--- config.mk ---
export PLATFORM = sky130hd
export DESIGN_NAME = sys_ctrl_param
export DESIGN_NICKNAME = d
export VERILOG_FILES = /design/src/rtl/sys_ctrl_param.sv
export SDC_FILE = /design/constraint.sdc
export NUM_CORES = 1
export LEC_CHECK = 0
export CAP_MARGIN = 20
export CORE_MARGIN = 3
export CORE_UTILIZATION = 35
export DETAILED_ROUTE_END_ITERATION = 10
export SLEW_MARGIN = 25
export SYNTH_ARGS = -nofsm -noshare
export SYNTH_HDL_FRONTEND = slang
export SYNTH_SLANG_ARGS = --single-unit
--- constraint.sdc ---
create_clock -name CLK -period 2.1 [get_ports CLK]
set_clock_uncertainty 0.05 [all_clocks]
set_input_delay 0.42 -clock CLK [delete_from_list [all_inputs] [get_ports CLK]]
set_output_delay 0.42 -clock CLK [all_outputs]
set_load 0.1 [all_outputs]
--- src/rtl/sys_ctrl_param.sv ---
// sys_ctrl_param: UART command-frame decoder driving REG_FILE and ALU.
// Decodes AA/BB/CC/DD frames, returns read data or ALU results (LS word first)
// to the TX serialiser, and reports bad opcodes, stalls and dropped RX words
// through ERR_FLAG plus an ERR_CODE response where a reply is owed.
module sys_ctrl_param #(
  parameter int                    DATA_WIDTH     = 8,
  parameter int                    ADDR_WIDTH     = 4,
  parameter int                    ALU_OUT_WIDTH  = 16,
  parameter int                    TIMEOUT_CYCLES = 4096,
  parameter logic [DATA_WIDTH-1:0] ERR_CODE       = 8'hEE
) (
  input  logic                     CLK,
  input  logic                     RST,
  input  logic [DATA_WIDTH-1:0]    RX_P_DATA,
  input  logic                     RX_D_VALID,
  input  logic [DATA_WIDTH-1:0]    RD_DATA,
  input  logic                     RD_DATA_VALID,
  input  logic [ALU_OUT_WIDTH-1:0] ALU_OUT,
  input  logic                     OUT_VALID,
  input  logic                     BUSY,
  output logic                     ALU_EN,
  output logic [3:0]               ALU_FUN,
  output logic                     CLK_EN,
  output logic [ADDR_WIDTH-1:0]    ADDR,
  output logic                     WR_EN,
  output logic                     RD_EN,
  output logic [DATA_WIDTH-1:0]    WR_DATA,
  output logic [DATA_WIDTH-1:0]    TX_P_DATA,
  output logic                     TX_D_VALID,
  output logic                     CLK_DIV_EN,
  output logic                     ERR_FLAG
);

  localparam int NWORDS = ALU_OUT_WIDTH / DATA_WIDTH;
  localparam int IDXW   = (NWORDS > 1) ? $clog2(NWORDS) : 1;
  localparam int CW     = (TIMEOUT_CYCLES > 2) ? $clog2(TIMEOUT_CYCLES) : 1;

  localparam logic [3:0] S_IDLE     = 4'd0;
  localparam logic [3:0] S_WR_ADDR  = 4'd1;
  localparam logic [3:0] S_WR_DATA  = 4'd2;
  localparam logic [3:0] S_RD_ADDR  = 4'd3;
  localparam logic [3:0] S_RD_WAIT  = 4'd4;
  localparam logic [3:0] S_OP_A     = 4'd5;
  localparam logic [3:0] S_OP_B     = 4'd6;
  localparam logic [3:0] S_ALU_FN   = 4'd7;
  localparam logic [3:0] S_ALU_WAIT = 4'd8;
  localparam logic [3:0] S_TX_SEND  = 4'd9;

  localparam logic [DATA_WIDTH-1:0] OPC_WR  = DATA_WIDTH'(8'hAA);
  localparam logic [DATA_WIDTH-1:0] OPC_RD  = DATA_WIDTH'(8'hBB);
  localparam logic [DATA_WIDTH-1:0] OPC_ALU = DATA_WIDTH'(8'hCC);
  localparam logic [DATA_WIDTH-1:0] OPC_NOP = DATA_WIDTH'(8'hDD);

  logic [3:0]                         state;
  logic [CW-1:0]                      cnt;
  logic [NWORDS-1:0][DATA_WIDTH-1:0]  txbuf;
  logic [IDXW-1:0]                    tx_idx;
  logic [IDXW-1:0]                    tx_last;
  logic                               active;
  logic                               tmo;

  // The UART divider is never gated by this block.
  assign CLK_DIV_EN = 1'b1;

  // Timeout fires only in states that wait on a frame byte or on REG_FILE/ALU;
  // a word arriving in the same cycle takes precedence.
  always_comb begin
    active = (state != S_IDLE) && (state != S_TX_SEND);
    tmo    = active && !RX_D_VALID && (cnt == CW'(TIMEOUT_CYCLES - 1));
  end

  // Frame decode, register/ALU strobes, response buffering and TX handshake.
  // Every state change also clears the inter-byte counter.
  always_ff @(posedge CLK or negedge RST) begin
    if (!RST) begin
      state      <= S_IDLE;
      cnt        <= '0;
      txbuf      <= '0;
      tx_idx     <= '0;
      tx_last    <= '0;
      ALU_EN     <= 1'b0;
      ALU_FUN    <= '0;
      CLK_EN     <= 1'b0;
      ADDR       <= '0;
      WR_EN      <= 1'b0;
      RD_EN      <= 1'b0;
      WR_DATA    <= '0;
      TX_P_DATA  <= '0;
      TX_D_VALID <= 1'b0;
      ERR_FLAG   <= 1'b0;
    end else begin
      WR_EN    <= 1'b0;
      RD_EN    <= 1'b0;
      ALU_EN   <= 1'b0;
      ERR_FLAG <= 1'b0;
      if (RX_D_VALID)  cnt <= '0;
      else if (active) cnt <= cnt + CW'(1);

      case (state)
        S_IDLE: if (RX_D_VALID) begin
          cnt <= '0;
          case (RX_P_DATA)
            OPC_WR:  state <= S_WR_ADDR;
            OPC_RD:  state <= S_RD_ADDR;
            OPC_ALU: state <= S_OP_A;
            OPC_NOP: begin state <= S_ALU_FN; CLK_EN <= 1'b1; end
            default: begin
              ERR_FLAG <= 1'b1;
              txbuf    <= ALU_OUT_WIDTH'(ERR_CODE);
              tx_last  <= '0;
              state    <= S_TX_SEND;
            end
          endcase
        end
        S_WR_ADDR, S_RD_ADDR, S_WR_DATA, S_OP_A, S_OP_B, S_ALU_FN: begin
          if (RX_D_VALID) begin
            cnt <= '0;
            case (state)
              S_WR_ADDR: begin ADDR <= RX_P_DATA[ADDR_WIDTH-1:0]; state <= S_WR_DATA; end
              S_WR_DATA: begin WR_DATA <= RX_P_DATA; WR_EN <= 1'b1; state <= S_IDLE; end
              S_RD_ADDR: begin ADDR <= RX_P_DATA[ADDR_WIDTH-1:0]; RD_EN <= 1'b1; state <= S_RD_WAIT; end
              S_OP_A: begin
                ADDR <= '0; WR_DATA <= RX_P_DATA; WR_EN <= 1'b1; state <= S_OP_B;
              end
              S_OP_B: begin
                ADDR <= ADDR_WIDTH'(1); WR_DATA <= RX_P_DATA; WR_EN <= 1'b1;
                CLK_EN <= 1'b1; state <= S_ALU_FN;
              end
              default: begin ALU_FUN <= RX_P_DATA[3:0]; ALU_EN <= 1'b1; state <= S_ALU_WAIT; end
            endcase
          end else if (tmo) begin
            // Stalled frame: drop it silently; the ALU clock is released too.
            ERR_FLAG <= 1'b1;
            CLK_EN   <= 1'b0;
            cnt      <= '0;
            state    <= S_IDLE;
          end
        end
        S_RD_WAIT, S_ALU_WAIT: begin
          if (RX_D_VALID) ERR_FLAG <= 1'b1;
          if (state == S_RD_WAIT && RD_DATA_VALID) begin
            txbuf   <= ALU_OUT_WIDTH'(RD_DATA);
            tx_last <= '0;
            cnt     <= '0;
            state   <= S_TX_SEND;
          end else if (state == S_ALU_WAIT && OUT_VALID) begin
            txbuf   <= ALU_OUT;
            tx_last <= IDXW'(NWORDS - 1);
            CLK_EN  <= 1'b0;
            cnt     <= '0;
            state   <= S_TX_SEND;
          end else if (tmo) begin
            ERR_FLAG <= 1'b1;
            txbuf    <= ALU_OUT_WIDTH'(ERR_CODE);
            tx_last  <= '0;
            CLK_EN   <= 1'b0;
            cnt      <= '0;
            state    <= S_TX_SEND;
          end
        end
        S_TX_SEND: begin
          if (RX_D_VALID) ERR_FLAG <= 1'b1;
          // Request held until the serialiser shows BUSY; the next word waits
          // for BUSY to fall again.
          if (TX_D_VALID) begin
            if (BUSY) begin
              TX_D_VALID <= 1'b0;
              if (tx_idx == tx_last) begin
                tx_idx <= '0;
                state  <= S_IDLE;
              end else begin
                tx_idx <= tx_idx + IDXW'(1);
              end
            end
          end else if (!BUSY) begin
            TX_P_DATA  <= txbuf[tx_idx];
            TX_D_VALID <= 1'b1;
          end
        end
        default: state <= S_IDLE;
      endcase
    end
  end

endmodule

==> qor.yml <==
outcome:
  status: "complete, no violations"
clock_network:
  post_cts_buffers: 0
  cts_root_buf: "clkbuf_8"
  clk_latency_ns: 0.34
  numCtsBuffers: 9
  ctsHoldBuffers: 0
  cts_buffer_depth: 2
  clock_sinks: 64
  ctsHtreeMaxLevel: 3
  clk_pin_slew_worst_paths_ns: 0.08
  cts_tree: "built"
sta:
  fmax_ghz: 0.5057
  timing.slew.headroom: 0.6089
  fin_ws_ns: 0.1226
  fin_crit_ns: 1.977
  finalHoldViolCount: 0
  drv_slew: 0
  rsz0062_at_grt: "no"
  finalSetupViolations: 0
  worst_pin_slew_ns: 0.5821
  period_share: 0.9416
yosys:
  synth_nets: 338
  yosysSeqAreaShare: 0.5055
  avgSynthCellArea_sq_um: 10.63
  synth_cell_types: 53
  ys_ff_latch: 64
  netlist_area_sq_um: 3168
  synth_cells: 298
  synth_edf_count: 0
  synth_flop_cell: "dfrtp_1"
  ys_warn_count: 0
  synthArstFlopShare: 1.000
power:
  pwr_density_cell_nw_per_um2: 1692
  ir_drop_v: 0.0009825
  p_leak_nw: 2.005
final_layout:
  layout_common_cells: "dfrtp_1, buf_4, clkdlybuf4s50_1"
  diodes: 0
  area_delta_synth_final_pct: 36.41
  final_nets: 433
  layout-drive-gt1-share: 0.3116
  final_area_sq_um: 4322
  final_common_cell: "dfrtp_1"
drt:
  initialDrtViolationCount: 136
  dr.pass1.iters: 4
  num_vias: 2505
  topRoutingLayerUsed: "met4"
  remaining_drc_errors: 0
  drt-total-wl_um: 7638
  wl_met3_um: 431
  ant_nets: 0
  drt-met1-wl_um: 3626
  dr_wl_met2_um: 3505
  vias_per_cell: 4.951
  wire_per_inst_um: 15.09
placement:
  numPortBuffers: 67
  postPlaceCellArea_sq_um: 4061
  gp_congestion: 0.8311
  hpwl_um: 5720
  place_ws_ns: -0.1486
setup_path:
  cp-start-kind: "flip-flop"
  required_ns: 2.27
  cp_max_fo: 7
  critPathKind: "flip-flop to flip-flop"
  end_kind: "flip-flop"
  worst-endpoint-arrival_ns: 2.15
grt:
  grt_usage: 0.1572
  grt_max_degree: 33
  grt-ovfl-total: 0
  grt_pass1_vias: 2517
  grt_pass1_wl_um: 12740
  antenna_found_initial: 0
floorplan:
  io-pin-count: 69
  chipWidth_um: 101.1
  rows: 34
  die_area_sq_um: 10230
  start_util: 0.3615
  core_sq_um: 8763
  dieHeight_um: 101.1
min_path:
  hold_class: "primary input to asynchronous set/reset pin"
flow_run:
  maxCapViolCount: 0
routing by layer:
metal  vias up  global-route usage
met3         6             0.04477
met1      1179              0.2145
met5         -                   0
met4         0             0.03988
met2        63              0.2475
li1       1257                   -
worst max-delay path, cell delays in order (launching register included):
cell and delay [ns]:
dfrtp_1 0.47, or2_2 0.37, o211ai_4 0.28, nor2_1 0.09, o22ai_1 0.13, buf_4 0.16, mux2_2 0.33
sequential cells by signal (all words and copies together), names as in the netlist, 4 cells and up:
register   cells
WR_DATA        8
txbuf         16
state          4
ADDR           4
cnt           12
TX_P_DATA      8
ALU_FUN        4
cell families after synthesis:
family                   synth area share
AO/OA/AOI/OAI                      0.1600
XOR/XNOR                          0.04147
adder cells (fa/ha/maj)          0.007898
buffers and inverters             0.04265
flip-flops                         0.5055
multiplexers                      0.08807
other                            0.001184
AND/OR/NAND/NOR                    0.1532
area by class of cell:
| type | instances | area [sq um] |
|---|---|---|
| Clock inverter | 6 | 116.4 |
| Timing Repair Buffer | 99 | 855.8 |
| Tap cell | 108 | 135.1 |
| Inverter | 10 | 37.54 |
| Fill cell | 820 | 4442 |
| Clock buffer | 10 | 137.6 |
| Sequential cell | 64 | 1603 |
| Multi-Input combinational cell | 209 | 1436 |
where the power goes:
part	switching [W]	internal, W
Sequential	0.000310	0.00165
Combinational	0.00273	0.00130
Clock	0.000486	0.000827
final timing paths:
check                        startpoint      endpoint  slack [ns]  cells after the start
min in group CLK           TX_P_DATA[4]  TX_P_DATA[4]        0.44                      2
min reg2reg                TX_P_DATA[4]  TX_P_DATA[4]        0.44                      2
max reg2reg                    state[1]      state[2]        0.12                      6
max in group asynchronous           RST      state[0]        1.62                      2
min                                 RST        ALU_EN        0.05                      2
max                            state[1]      state[2]        0.12                      6
timing repair:
item	4_1_cts	5_1_grt
endpoints found under the setup margin	1	8
gates cloned	0	0
resized for setup	1	1
Yosys cell counts, types with 4 or more instances:
master     n  area (sq um)
inv_1      9         33.78
nor2_1    28         105.1
nor3_1     6         30.03
mux2_2    15         168.9
a22o_2     8         80.08
nand2_1   23         86.33
mux2i_1   11         110.1
a21oi_1   15         75.07
clkbuf_1   6         22.52
nand3_1    6         30.03
o22ai_1    9         56.30
xnor2_1    7         61.31
o21ai_0   17         85.08
nand4_1    6         37.54
xor2_1     8         70.07
dfrtp_1   64          1602
buf_6      4         45.04
stage by stage:
| step | utilization | hold slack [ns] | instances | power (W) | TNS [ns] |
|---|---|---|---|---|---|
| 3_3_place_gp | 0.4634 | 0.4148 | 490 | 0.005978 | -1.410 |
| 4_1_cts | 0.4926 | 0.05798 | 506 | 0.007362 | 0 |
| 5_1_grt | 0.4931 | 0.05998 | 506 | 0.007717 | 0 |
| 2_1_floorplan | - | 0.07441 | 298 | 0.004959 | 0 |
| 3_5_place_dp | 0.4634 | 0.4234 | 490 | 0.006019 | -2.216 |
| 6_report | 0.4931 | 0.04764 | 506 | 0.007311 | 0 |
Note: power is estimated with default switching activity, not from simulation.
